## config.mk

```make
export PLATFORM = sky130hd
export DESIGN_NAME = psum_gather_ctrl
export DESIGN_NICKNAME = d
export VERILOG_FILES = /design/src/rtl/psum_gather_ctrl.sv
export SDC_FILE = /design/constraint.sdc
export NUM_CORES = 1
export LEC_CHECK = 0
export BUFFER_PORTS_ARGS = -buffer_cell sky130_fd_sc_hd__buf_2
export CORE_MARGIN = 5
export CORE_UTILIZATION = 25
export CTS_BUF_LIST = sky130_fd_sc_hd__clkbuf_4
export DETAILED_ROUTE_END_ITERATION = 7
export PLACE_DENSITY = 0.47
export SLEW_MARGIN = 25
export SYNTH_ARGS = -nofsm -noshare
export SYNTH_HDL_FRONTEND = slang
export SYNTH_SLANG_ARGS = --single-unit
```

## constraint.sdc

```tcl
create_clock -name clk -period 3.1 [get_ports clk]
set_clock_uncertainty 0.2 [all_clocks]
set_input_delay 0.93 -clock clk [delete_from_list [all_inputs] [get_ports clk]]
set_output_delay 0.93 -clock clk [all_outputs]
set_load 0.005 [all_outputs]
```

## src/rtl/psum_gather_ctrl.sv

```systemverilog
// Row return path: round-robin gather of per-PE partial sums into a small FIFO
// that drains to the global buffer, each entry tagged with its (y, x) origin.
module psum_gather_ctrl #(
  parameter int DATA_WIDTH = 16,
  parameter int NUM_COL    = 4,
  parameter int NUM_ROW    = 4,
  parameter int FIFO_DEPTH = 4
) (
  input  logic                                 clk,
  input  logic                                 rstn,
  input  logic                                 flush,
  output logic                                 rst_busy,
  input  logic                                 cfg_load,
  input  logic [$clog2(NUM_ROW)-1:0]           cfg_y_id,
  output logic                                 cfg_err,
  input  logic [NUM_COL-1:0]                   pe_psum_valid,
  input  logic [NUM_COL*2*DATA_WIDTH-1:0]      pe_psum_data,
  output logic [NUM_COL-1:0]                   pe_psum_ready,
  output logic                                 glb_psum_valid,
  output logic [2*DATA_WIDTH-1:0]              glb_psum_data,
  output logic [$clog2(NUM_COL)-1:0]           glb_psum_x_id,
  output logic [$clog2(NUM_ROW)-1:0]           glb_psum_y_id,
  input  logic                                 glb_psum_ready,
  output logic [$clog2(FIFO_DEPTH+1)-1:0]      fifo_count
);

  localparam int PSW = 2*DATA_WIDTH;
  localparam int XW  = $clog2(NUM_COL);
  localparam int YW  = $clog2(NUM_ROW);
  localparam int PW  = $clog2(FIFO_DEPTH);
  localparam int CW  = $clog2(FIFO_DEPTH+1);

  logic [1:0]     r_busy_cnt;
  logic [PW-1:0]  r_wr_ptr;
  logic [PW-1:0]  r_rd_ptr;
  logic [CW-1:0]  r_count;
  logic [XW-1:0]  r_rr_ptr;
  logic [YW-1:0]  r_y_id;
  logic           r_cfg_err;

  logic [PSW-1:0] r_mem_data [FIFO_DEPTH];
  logic [XW-1:0]  r_mem_x    [FIFO_DEPTH];
  logic [YW-1:0]  r_mem_y    [FIFO_DEPTH];

  logic              w_busy;
  logic              w_pop;
  logic              w_push;
  logic              w_space;
  logic              w_found;
  logic              w_cfg_ok;
  logic [NUM_COL-1:0] w_grant;
  logic [XW-1:0]     w_gnt_idx;
  logic [PSW-1:0]    w_gnt_data;
  int                w_idx;

  assign w_busy         = (r_busy_cnt != 2'd0);
  assign rst_busy       = w_busy;
  assign cfg_err        = r_cfg_err;
  assign fifo_count     = r_count;
  assign glb_psum_valid = (r_count != '0) && !w_busy;
  assign glb_psum_data  = r_mem_data[r_rd_ptr];
  assign glb_psum_x_id  = r_mem_x[r_rd_ptr];
  assign glb_psum_y_id  = r_mem_y[r_rd_ptr];

  // A pop in the flush cycle is discarded, so it must not create arbiter space either.
  assign w_pop   = glb_psum_valid && glb_psum_ready && !flush;
  assign w_space = (r_count < CW'(FIFO_DEPTH)) || w_pop;

  always_comb begin
    w_grant   = '0;
    w_gnt_idx = '0;
    w_found   = 1'b0;
    w_idx     = 0;
    if (w_space && !w_busy && !flush) begin
      for (int i = 0; i < NUM_COL; i++) begin
        w_idx = int'(r_rr_ptr) + i;
        if (w_idx >= NUM_COL) w_idx = w_idx - NUM_COL;
        if (!w_found && pe_psum_valid[w_idx]) begin
          w_found        = 1'b1;
          w_grant[w_idx] = 1'b1;
          w_gnt_idx      = w_idx[XW-1:0];
        end
      end
    end
  end

  assign pe_psum_ready = w_grant;
  assign w_push        = w_found;
  assign w_gnt_data    = pe_psum_data[w_gnt_idx*PSW +: PSW];
  assign w_cfg_ok      = cfg_load && (r_count == '0) && !w_push && !w_busy;

  always_ff @(posedge clk or negedge rstn) begin
    if (!rstn) begin
      r_busy_cnt <= 2'd2;
      r_wr_ptr   <= '0;
      r_rd_ptr   <= '0;
      r_count    <= '0;
      r_rr_ptr   <= '0;
      r_cfg_err  <= 1'b0;
      for (int i = 0; i < FIFO_DEPTH; i++) begin
        r_mem_data[i] <= '0;
        r_mem_x[i]    <= '0;
        r_mem_y[i]    <= '0;
      end
    end else if (flush) begin
      r_busy_cnt <= 2'd2;
      r_wr_ptr   <= '0;
      r_rd_ptr   <= '0;
      r_count    <= '0;
      r_rr_ptr   <= '0;
      r_cfg_err  <= 1'b0;
    end else begin
      if (w_busy) r_busy_cnt <= r_busy_cnt - 2'd1;
      if (w_push) begin
        r_mem_data[r_wr_ptr] <= w_gnt_data;
        r_mem_x[r_wr_ptr]    <= w_gnt_idx;
        r_mem_y[r_wr_ptr]    <= r_y_id;
        r_wr_ptr             <= r_wr_ptr + 1'b1;
        r_rr_ptr             <= (w_gnt_idx == XW'(NUM_COL-1)) ? '0 : w_gnt_idx + 1'b1;
      end
      if (w_pop) r_rd_ptr <= r_rd_ptr + 1'b1;
      if (w_push && !w_pop)      r_count <= r_count + 1'b1;
      else if (!w_push && w_pop) r_count <= r_count - 1'b1;
      if (cfg_load && !w_cfg_ok) r_cfg_err <= 1'b1;
    end
  end

  always_ff @(posedge clk or negedge rstn) begin
    if (!rstn)         r_y_id <= '0;
    else if (w_cfg_ok) r_y_id <= cfg_y_id;
  end

endmodule

```

==> metrics.txt, run 1 <==
R2R cell count 11; Sw Ratio 32.1%; final design utilization 33.7%; Max FO, Critical Path 6; WHS 0.142 ns; Switch Pwr 2.27 mW; Post-Syn Area per Cell 15.4 um2; Initial Util 25.4%; gr ovfl total 0; R2R Setup Slk -0.16 ns; Main synth FF type dfrtp_1; # Max-Cap Violations 0; H-Tree Depth 4; CTS Buffer Depth 2; Synth area leaders dfrtp_1, mux2_2, mux4_2; sequential share of power 40.9%; Die Area 36700 um2; Filler Cell Count 3283; Yosys cell types 51; measured slew at the worst slew-check pin 0.538 ns; first-pass GRT wire length 34100 um; register area share after synthesis 47.9%; Hold Buf Count CTS 0; met2 wire len 10500 um; leakage 5.11 nW; Worst setup EP type output pin; cts bufs inserted 17; PortBufs 184; VDD IR max 0.297 mV; Final period util 120%; post-synth top area share 47.6%; vias per cell 4.48; EDFF count, synth 0; Clock transition at path regs 0.15 ns; post-synthesis mux area share 40.2%; Die W 192 um; Post-Synth Adder-Cell Area 1.61%; Top Layer Used met5; Placeable Area 32500 um2; Synth Area in Simple Gates 3.26%; Routed WL 21800 um; RSZ-0062 raised after global routing yes; chip height 192 um; Final #Nets 928; Setup CP Type flop to output pin; #FFs+latches synth 158; cells along the critical path inv_2, ha_4, mux4_2, buf_6, nor2b_4, a22oi_2, nor2_1, a221oi_2, nor2_1, buf_2; CP max stage delay 0.51 ns; IO Pins 185; synth warn 0; asr flop ratio synth 100%; Worst setup SP type flop; worst hold-check path type input port to async pin; Synth Area in XOR/XNOR 0.531%; r2r endpoint r_mem_data[62]; Routed Antenna Nets 0; Worst Path Required 1.97 ns; # clock sinks 158; met3 routed WL 1090 um; initial antenna violation count 2; Yosys top cell by area dfrtp_1; Int Power 4.80 mW; largest family of logic cells by synthesized area multiplexers; pre-CTS worst setup slack -0.462 ns; power per cell area 646 nW/um2; synthesized instance count 535; Via Count 5535; Final Hold Violating Endpoints 0; Clk pwr share 17.3%; Root Driver clkbuf_4; num rows 66; Combinational Power Share 41.8%; worst skew pair latency 0.52 ns; fmax 269 MHz; GPL Wtd Cong 0.751; most frequent CP cell nor2_1; Routed WL per cell 17.6 um; vias in the first global route 5980; worst path buffer plus inverter count 3; minimum clock period 3.72 ns; Mapped Nets 684; Crit-path slowest cell mux4_2; failing checks setup timing; WP data arrival 2.59 ns; TritonRoute pass-1 iters 4; M1 WL 9970 um; Area Growth Syn to Fin 32.7%; Slew HR 64.1%; critical path's top delay family multiplexers; max-slew violation count 0; Remaining DRCs 0; share of layout cells above drive strength 1 67.6%; reg2reg start r_rr_ptr[1]; Total GRT Usage 12.0%; TritonCTS clock tree yes; Final HPWL DP 15200 um; post-synthesis compound-gate area fraction 3.02%; outcome finished with violations; Final WS setup -0.623 ns; largest net degree at the start of global routing 54; initial DRC count 193; final setup violation count 149; Mapped Area 8250 um2
per-stage QoR:
stage | power, mW | std cells | instance area, um2 | TNS [ns]
2_1_floorplan | 4.56 | 535 | 8280 | -17.88
3_3_place_gp | 5.57 | 1185 | 10200 | -52.42
3_5_place_dp | 5.60 | 1185 | 10200 | -52.37
4_1_cts | 7.07 | 1231 | 10800 | -20.52
5_1_grt | 7.57 | 1235 | 11000 | -32.75
6_report | 7.07 | 1235 | 11000 | -17.60
layout by cell type (no fill, tap or decap), types with 4 or more instances in the layout:
cell          n
buf_12       26
buf_2       175
buf_4        46
buf_6        10
clkbuf_4     17
clkinvlp_4    4
dfrtp_1     155
ha_1          8
inv_1         8
inv_6         7
mux2_2      128
mux2_4       19
mux2i_1       7
mux4_2       70
nand2_1      11
nand2_2       4
nor2_1       25
per-layer routing:
layer | GRT usage [%] | vias to the layer above
met4 | 2.68 | 2
li1 | - | 2534
met5 | 0 | -
met3 | 3.07 | 10
met2 | 19.2 | 120
met1 | 16.3 | 2869
what timing repair did:
| item | CTS | global route |
|---|---|---|
| gates cloned | 3 | 1 |
| resized for setup | 27 | 23 |
| pin swaps | 9 | 2 |
| setup endpoints to repair | 168 | 168 |
| setup buffers | 11 | 3 |
synth_stat cells, types with 2 or more instances:
cell type	count
dfrtp_1	157
a221oi_1	6
nand2b_1	2
mux2_2	146
buf_2	14
a22oi_1	4
o22ai_1	3
nor2b_1	2
a21o_1	2
xnor2_1	3
buf_12	2
xor2_1	2
ha_1	9
nand3_1	3
buf_4	2
nand2_1	15
and2_1	2
or4_1	3
a21oi_1	2
buf_6	4
nor2_1	25
inv_1	10
o21ai_0	2
buf_1	3
clkbuf_1	10
mux2i_1	8
mux4_2	70
power groups by stage:
stage	Combinational (mW)	Sequential, mW	Clock (mW)
after floorplan	1.72	2.84	0
after global placement	2.65	2.92	0
after detailed placement	2.68	2.92	0
after CTS	2.88	2.89	1.30
after global routing	3.23	2.96	1.37
final	2.96	2.89	1.22
area by class of cell:
class / count / area (um2) / area share, %
antenna: 1 / 2.50 / 0.0228
clock inverter: 15 / 136 / 1.25
clock buffer: 17 / 128 / 1.17
sequential: 158 / 3960 / 36.2
inverter: 10 / 37.5 / 0.343
timing repair buffer: 262 / 1980 / 18.1
multi-input combinational: 330 / 4160 / 38.0
tap: 442 / 553 / 5.05
cells by family (layout without fill, tap and decap cells):
kind of cell / after synthesis / in the layout
XOR/XNOR: 5 / 5
multiplexers: 225 / 225
AO/OA/AOI/OAI: 32 / 32
adder cells (fa/ha/maj): 10 / 10
buffers and inverters: 47 / 304
AND/OR/NAND/NOR: 58 / 58
other: 0 / 1
flip-flops: 158 / 158
how the worst max path moves through the flow:
stage / startpoint / to / slack [ns] / cells past startpoint
6_report: r_rr_ptr[0] / pe_psum_ready[1] / -0.62 / 10
5_1_grt: r_rr_ptr[0] / pe_psum_ready[1] / -0.86 / 10
4_1_cts: r_rr_ptr[0] / pe_psum_ready[1] / -0.67 / 9
3_5_place_dp: pe_psum_valid[0] / pe_psum_ready[2] / -0.46 / 9
3_3_place_gp: pe_psum_valid[0] / pe_psum_ready[2] / -0.42 / 8
2_1_floorplan: pe_psum_valid[1] / pe_psum_ready[0] / -0.18 / 7
flip-flops by register name (all words and copies together), names as in the netlist:
register / count
cfg_err: 1
fifo_count: 3
r_busy_cnt: 2
r_mem_data: 128
r_mem_x: 8
r_mem_y: 8
r_rd_ptr: 2
r_rr_ptr: 2
r_wr_ptr: 2
r_y_id: 2
(Power assumes the default switching activity.)
==> inputs of run 2 (changes only) <==
REMOVE_ABC_BUFFERS = 1   (was not set)
==> metrics.txt, run 2 (synthesized netlist as in run 1, its figures left out) <==
Root Driver clkbuf_4; CTS Buffer Depth 2 (unchanged); final instance area 10900 um2 (-0.67%); cells along the critical path inv_2, ha_4, mux4_2, nor2b_4, a22oi_1, nor2_1, a221oi_1, nor2_1, buf_2; VDD IR max 0.298 mV (about the same); most frequent CP cell nor2_1; fmax 272 MHz (+1.2%); dpl cells 1179 (-0.51%); first-pass GRT wire length 34800 um (+2.3%); vias per cell 4.44 (-0.98%); Routed Antenna Nets 0 (unchanged); Worst Path Required 1.97 ns (about the same); worst path buffer plus inverter count 2 (-1); Crit-path slowest cell mux4_2; Final WS setup -0.577 ns (+0.0452 ns); GPL Wtd Cong 0.768 (+2.2%); Placeable Area 32500 um2 (unchanged); reg2reg start r_rr_ptr[1]; Worst setup SP type flop; Max FO, Critical Path 6 (unchanged); chip height 192 um (unchanged); TritonCTS clock tree yes; IO Pins 185 (unchanged); r2r endpoint r_mem_data[86]; WHS 0.159 ns (+0.0174 ns); leading cell types in the layout, fill and taps excluded buf_2, dfrtp_1, mux2_2, mux4_2, buf_4; max-slew violation count 0 (unchanged); Via Count 5472 (-1.1%); most flop-heavy register r_mem_data; Remaining DRCs 0 (unchanged); Slew HR 60.9% (-3.2 points); TritonRoute pass-1 iters 4 (unchanged); Area Growth Syn to Fin 31.8%; cts bufs inserted 17 (unchanged); num rows 66 (unchanged); total power 6.94 mW (-1.9%); gr ovfl total 0 (unchanged); power per cell area 638 nW/um2 (-1.2%); pre-CTS worst setup slack -0.452 ns (+0.0103 ns); largest net degree at the start of global routing 57 (+5.6%); Setup CP Type flop to output pin; R2R cell count 12 (+1); failing checks setup timing; final design utilization 33.4% (-0.23 points); Die W 192 um (unchanged); Final period util 119% (-1.5 points); Final Hold Violating Endpoints 0 (unchanged); RSZ-0062 raised after global routing yes; worst hold-check path type input port to async pin; Final HPWL DP 14900 um (-1.4%); minimum clock period 3.68 ns (-0.0452 ns); initial DRC count 185 (-4.1%); final setup violation count 132 (-11%); Finished Layout Cells 1233 (-0.16%); Routed WL 22100 um (+1.6%); measured slew at the worst slew-check pin 0.586 ns (+0.0481 ns); max FFs per register 128 (unchanged); worst skew pair latency 0.55 ns (+0.03 ns); Routed WL per cell 17.9 um (+1.8%); Clock transition at path regs 0.14 ns (about the same); CP max stage delay 0.60 ns (+0.09 ns); Worst setup EP type output pin; PortBufs 184 (unchanged); # clock sinks 158 (unchanged); R2R Setup Slk -0.29 ns (-0.13 ns); H-Tree Depth 4 (unchanged); leakage 5.05 nW (-1.3%); vias in the first global route 6160 (+3.0%); Die Area 36700 um2 (unchanged); outcome finished with violations; final setup TNS -33.54 ns (-15.94 ns); Final #Nets 925 (-0.32%); critical path's top delay family multiplexers; initial antenna violation count 2 (unchanged); share of layout cells above drive strength 1 66.8% (-0.76 points); WP data arrival 2.55 ns (-0.04 ns); Total GRT Usage 12.3% (+0.30 points); # Max-Cap Violations 0 (unchanged); DP Area 10100 um2 (-1.2%); commonest non-fill, non-tap cell in the layout buf_2; largest registers in the final layout r_mem_data: 128 flops, r_mem_x: 8 flops, r_mem_y: 8 flops; Initial Util 25.4% (unchanged)
run 2: cell types whose count changed in the layout (fill, tap and decap cells not counted), sizes merged:
cell      change
buf           -3
clkinvlp      +2
inv           -2
bufinv        -1
clkbuf        +1
diode         +1
run 2: power by group:
group | switching, mW | internal, mW | total, mW | leakage (nW)
sequential | 0.282 | 2.61 | 2.89 | 2.10
combinational | 1.14 | 1.77 | 2.91 | 2.83
clock | 0.794 | 0.338 | 1.13 | 0.119
total | 2.22 | 4.71 | 6.94 | 5.05
run 2: what timing repair did:
item,CTS,global route
setup buffers,11,2
hold buffers,0,0
setup endpoints to repair,168,168
gates resized for setup,26,32
pin swaps,5,2
gates cloned,7,1
run 2: area by class of cell:
| class | count | area, um2 |
|---|---|---|
| clock inverters | 14 | 111 |
| flip-flops and latches | 158 | 3960 |
| fillers | 3282 | 21700 |
| clock buffers | 18 | 135 |
| inverters | 10 | 37.5 |
| repair buffers | 259 | 1950 |
| multi-input cells | 330 | 4130 |
| well taps | 442 | 553 |
| diodes | 2 | 5.00 |
run 2: worst register-to-register path: stages (launching register included):
cell,delay (ns)
dfrtp_1,0.42
inv_2,0.09
ha_4,0.21
buf_4,0.14
buf_6,0.12
mux2i_1,0.12
or4_1,0.41
o211ai_1,0.12
o2111a_4,0.39
buf_6,0.16
buf_16,0.11
mux4_2,0.54
mux2_4,0.29
run 2: how the worst max path moves through the flow:
stage / slack, ns / from / cells after the start / endpoint
after floorplan: -1.65 / r_rr_ptr[0] / 7 / r_mem_data[0]
after global placement: -0.44 / pe_psum_valid[0] / 9 / pe_psum_ready[0]
after detailed placement: -0.45 / pe_psum_valid[0] / 9 / pe_psum_ready[2]
after CTS: -0.65 / r_rr_ptr[1] / 8 / pe_psum_ready[2]
after global routing: -0.77 / r_rr_ptr[1] / 9 / pe_psum_ready[3]
final: -0.58 / r_rr_ptr[1] / 9 / pe_psum_ready[0]
run 2: metal layers:
layer,part of all wire [%],vias to the layer above,track usage (%)
met4,0.96,0,2.71
met5,0,-,0
li1,-,2537,-
met3,4.6,10,3.11
met1,45,2815,16.4
met2,49,110,20.2
==> inputs of run 3 (changes only) <==
SETUP_SLACK_MARGIN = 0.02   (was not set)
==> metrics.txt, run 3 (synthesized netlist as in run 1, its figures left out) <==
Routed Antenna Nets 0 (unchanged); vias in the first global route 6160 (unchanged); power per cell area 638 nW/um2 (unchanged); grt met2 use 20.2% (about the same); leakage 5.05 nW (unchanged); Via Count 5472 (unchanged); Worst Setup SP r_rr_ptr[1]; gr ovfl total 0 (unchanged); initial antenna violation count 2 (unchanged); PortBufs 184 (unchanged); share of layout cells above drive strength 1 66.8% (unchanged); cts bufs inserted 17 (unchanged); grt met3 use 3.11% (unchanged); met1 usage 16.4% (unchanged); Final HPWL DP 14900 um (unchanged); vias per cell 4.44 (unchanged); TritonCTS clock tree yes; RSZ-0062 raised after global routing yes; DP Area 10100 um2 (unchanged); GPL Wtd Cong 0.768 (unchanged); Die Area 36700 um2 (unchanged); Routed WL per cell 17.9 um (unchanged); Total GRT Usage 12.3% (about the same); CP max stage delay 0.60 ns (about the same); WP data arrival 2.55 ns (about the same); fmax 272 MHz (unchanged); Die W 192 um (unchanged); Crit-path slowest cell mux4_2; Clock transition at path regs 0.14 ns (about the same); leading cell types in the layout, fill and taps excluded buf_2, dfrtp_1, mux2_2, mux4_2, buf_4; minimum clock period 3.68 ns (unchanged); final setup violation count 132 (unchanged); # clock sinks 158 (unchanged); Slew HR 60.9% (unchanged); reg2reg start r_rr_ptr[1]; VDD IR max 0.298 mV (unchanged); TritonRoute pass-1 iters 4 (unchanged); Root Driver clkbuf_4; Filler Cell Count 3282 (unchanged); outcome finished with violations; CTS Buffer Depth 2 (unchanged); Worst setup EP type output pin; commonest non-fill, non-tap cell in the layout buf_2; most flop-heavy register r_mem_data; Hold Buf Count CTS 0 (unchanged); most frequent CP cell nor2_1; final design utilization 33.4% (unchanged); Final Hold Violating Endpoints 0 (unchanged); measured slew at the worst slew-check pin 0.586 ns (unchanged); final setup TNS -33.54 ns (unchanged); Worst setup SP type flop; chip height 192 um (unchanged); largest registers in the final layout r_mem_data: 128 flops, r_mem_x: 8 flops, r_mem_y: 8 flops; Remaining DRCs 0 (unchanged); IO Pins 185 (unchanged); Finished Layout Cells 1233 (unchanged); final instance area 10900 um2 (unchanged); cells along the critical path inv_2, ha_4, mux4_2, nor2b_4, a22oi_1, nor2_1, a221oi_1, nor2_1, buf_2; Worst Path Required 1.97 ns (about the same); # Max-Cap Violations 0 (unchanged); Initial Util 25.4% (unchanged); max FFs per register 128 (unchanged); GR peak layer met2; worst path buffer plus inverter count 2 (unchanged); failing checks setup timing; num rows 66 (unchanged); Max FO, Critical Path 6 (unchanged); critical path's top delay family multiplexers; Final WS setup -0.577 ns (unchanged); max-slew violation count 0 (unchanged); Final period util 119% (unchanged); first-pass GRT wire length 34800 um (about the same); worst hold-check path type input port to async pin; total power 6.94 mW (unchanged); H-Tree Depth 4 (unchanged); Final #Nets 925 (unchanged); largest net degree at the start of global routing 57 (unchanged); Setup CP Type flop to output pin; Placeable Area 32500 um2 (unchanged); Routed WL 22100 um (unchanged); Area Growth Syn to Fin 31.8% (unchanged); initial DRC count 185 (unchanged); worst skew pair latency 0.55 ns (about the same); dpl cells 1179 (unchanged)
-- run 3: cell counts in the layout (fill, tap and decap cells not counted) --
No cell type changed its count.
-- run 3: layer usage --
layer	up-vias	share of wire [%]
li1	2537	-
met1	2815	45
met2	110	49
met3	10	4.6
met4	0	0.96
met5	-	0
-- run 3: final cells by class --
type / instances / area, um2 / area share (%)
Multi-Input combinational cell: 330 / 4130 / 37.9
Sequential cell: 158 / 3960 / 36.4
Timing Repair Buffer: 259 / 1950 / 17.9
Tap cell: 442 / 553 / 5.08
Clock buffer: 18 / 135 / 1.24
Clock inverter: 14 / 111 / 1.02
Inverter: 10 / 37.5 / 0.345
Antenna cell: 2 / 5.00 / 0.0460
-- run 3: timing repair --
action | CTS | global route
endpoints found under the setup margin | 168 | 168
gates cloned | 7 | 1
pin swaps | 5 | 2
setup buffers | 11 | 2
gates resized for setup | 28 | 30
endpoints found under the hold margin | 0 | 0
-- run 3: metrics by stage --
stage | hold slack, ns | worst slack, ns
detailed placement | 0.288 | -0.452
CTS | 0.0900 | -0.646
floorplan | 0.274 | -1.65
global placement | 0.282 | -0.440
global route | 0.121 | -0.765
finish | 0.159 | -0.577
-- run 3: final timing paths --
kind                                     to  slack [ns]  cells past startpoint
max                        pe_psum_ready[0]       -0.58                      9
min                          r_mem_data[93]        0.16                      1
max reg2reg                  r_mem_data[86]       -0.29                     12
min reg2reg                  r_mem_data[57]        0.31                      1
max in group asynchronous    r_mem_data[42]        1.89                      2
min in group clk             r_mem_data[57]        0.31                      1
-- run 3: where the power goes --
| group | internal [mW] | switching [mW] | leakage, nW |
|---|---|---|---|
| clock | 0.338 | 0.794 | 0.119 |
| sequential | 2.61 | 0.282 | 2.10 |
| combinational | 1.77 | 1.14 | 2.83 |
| total | 4.71 | 2.22 | 5.05 |
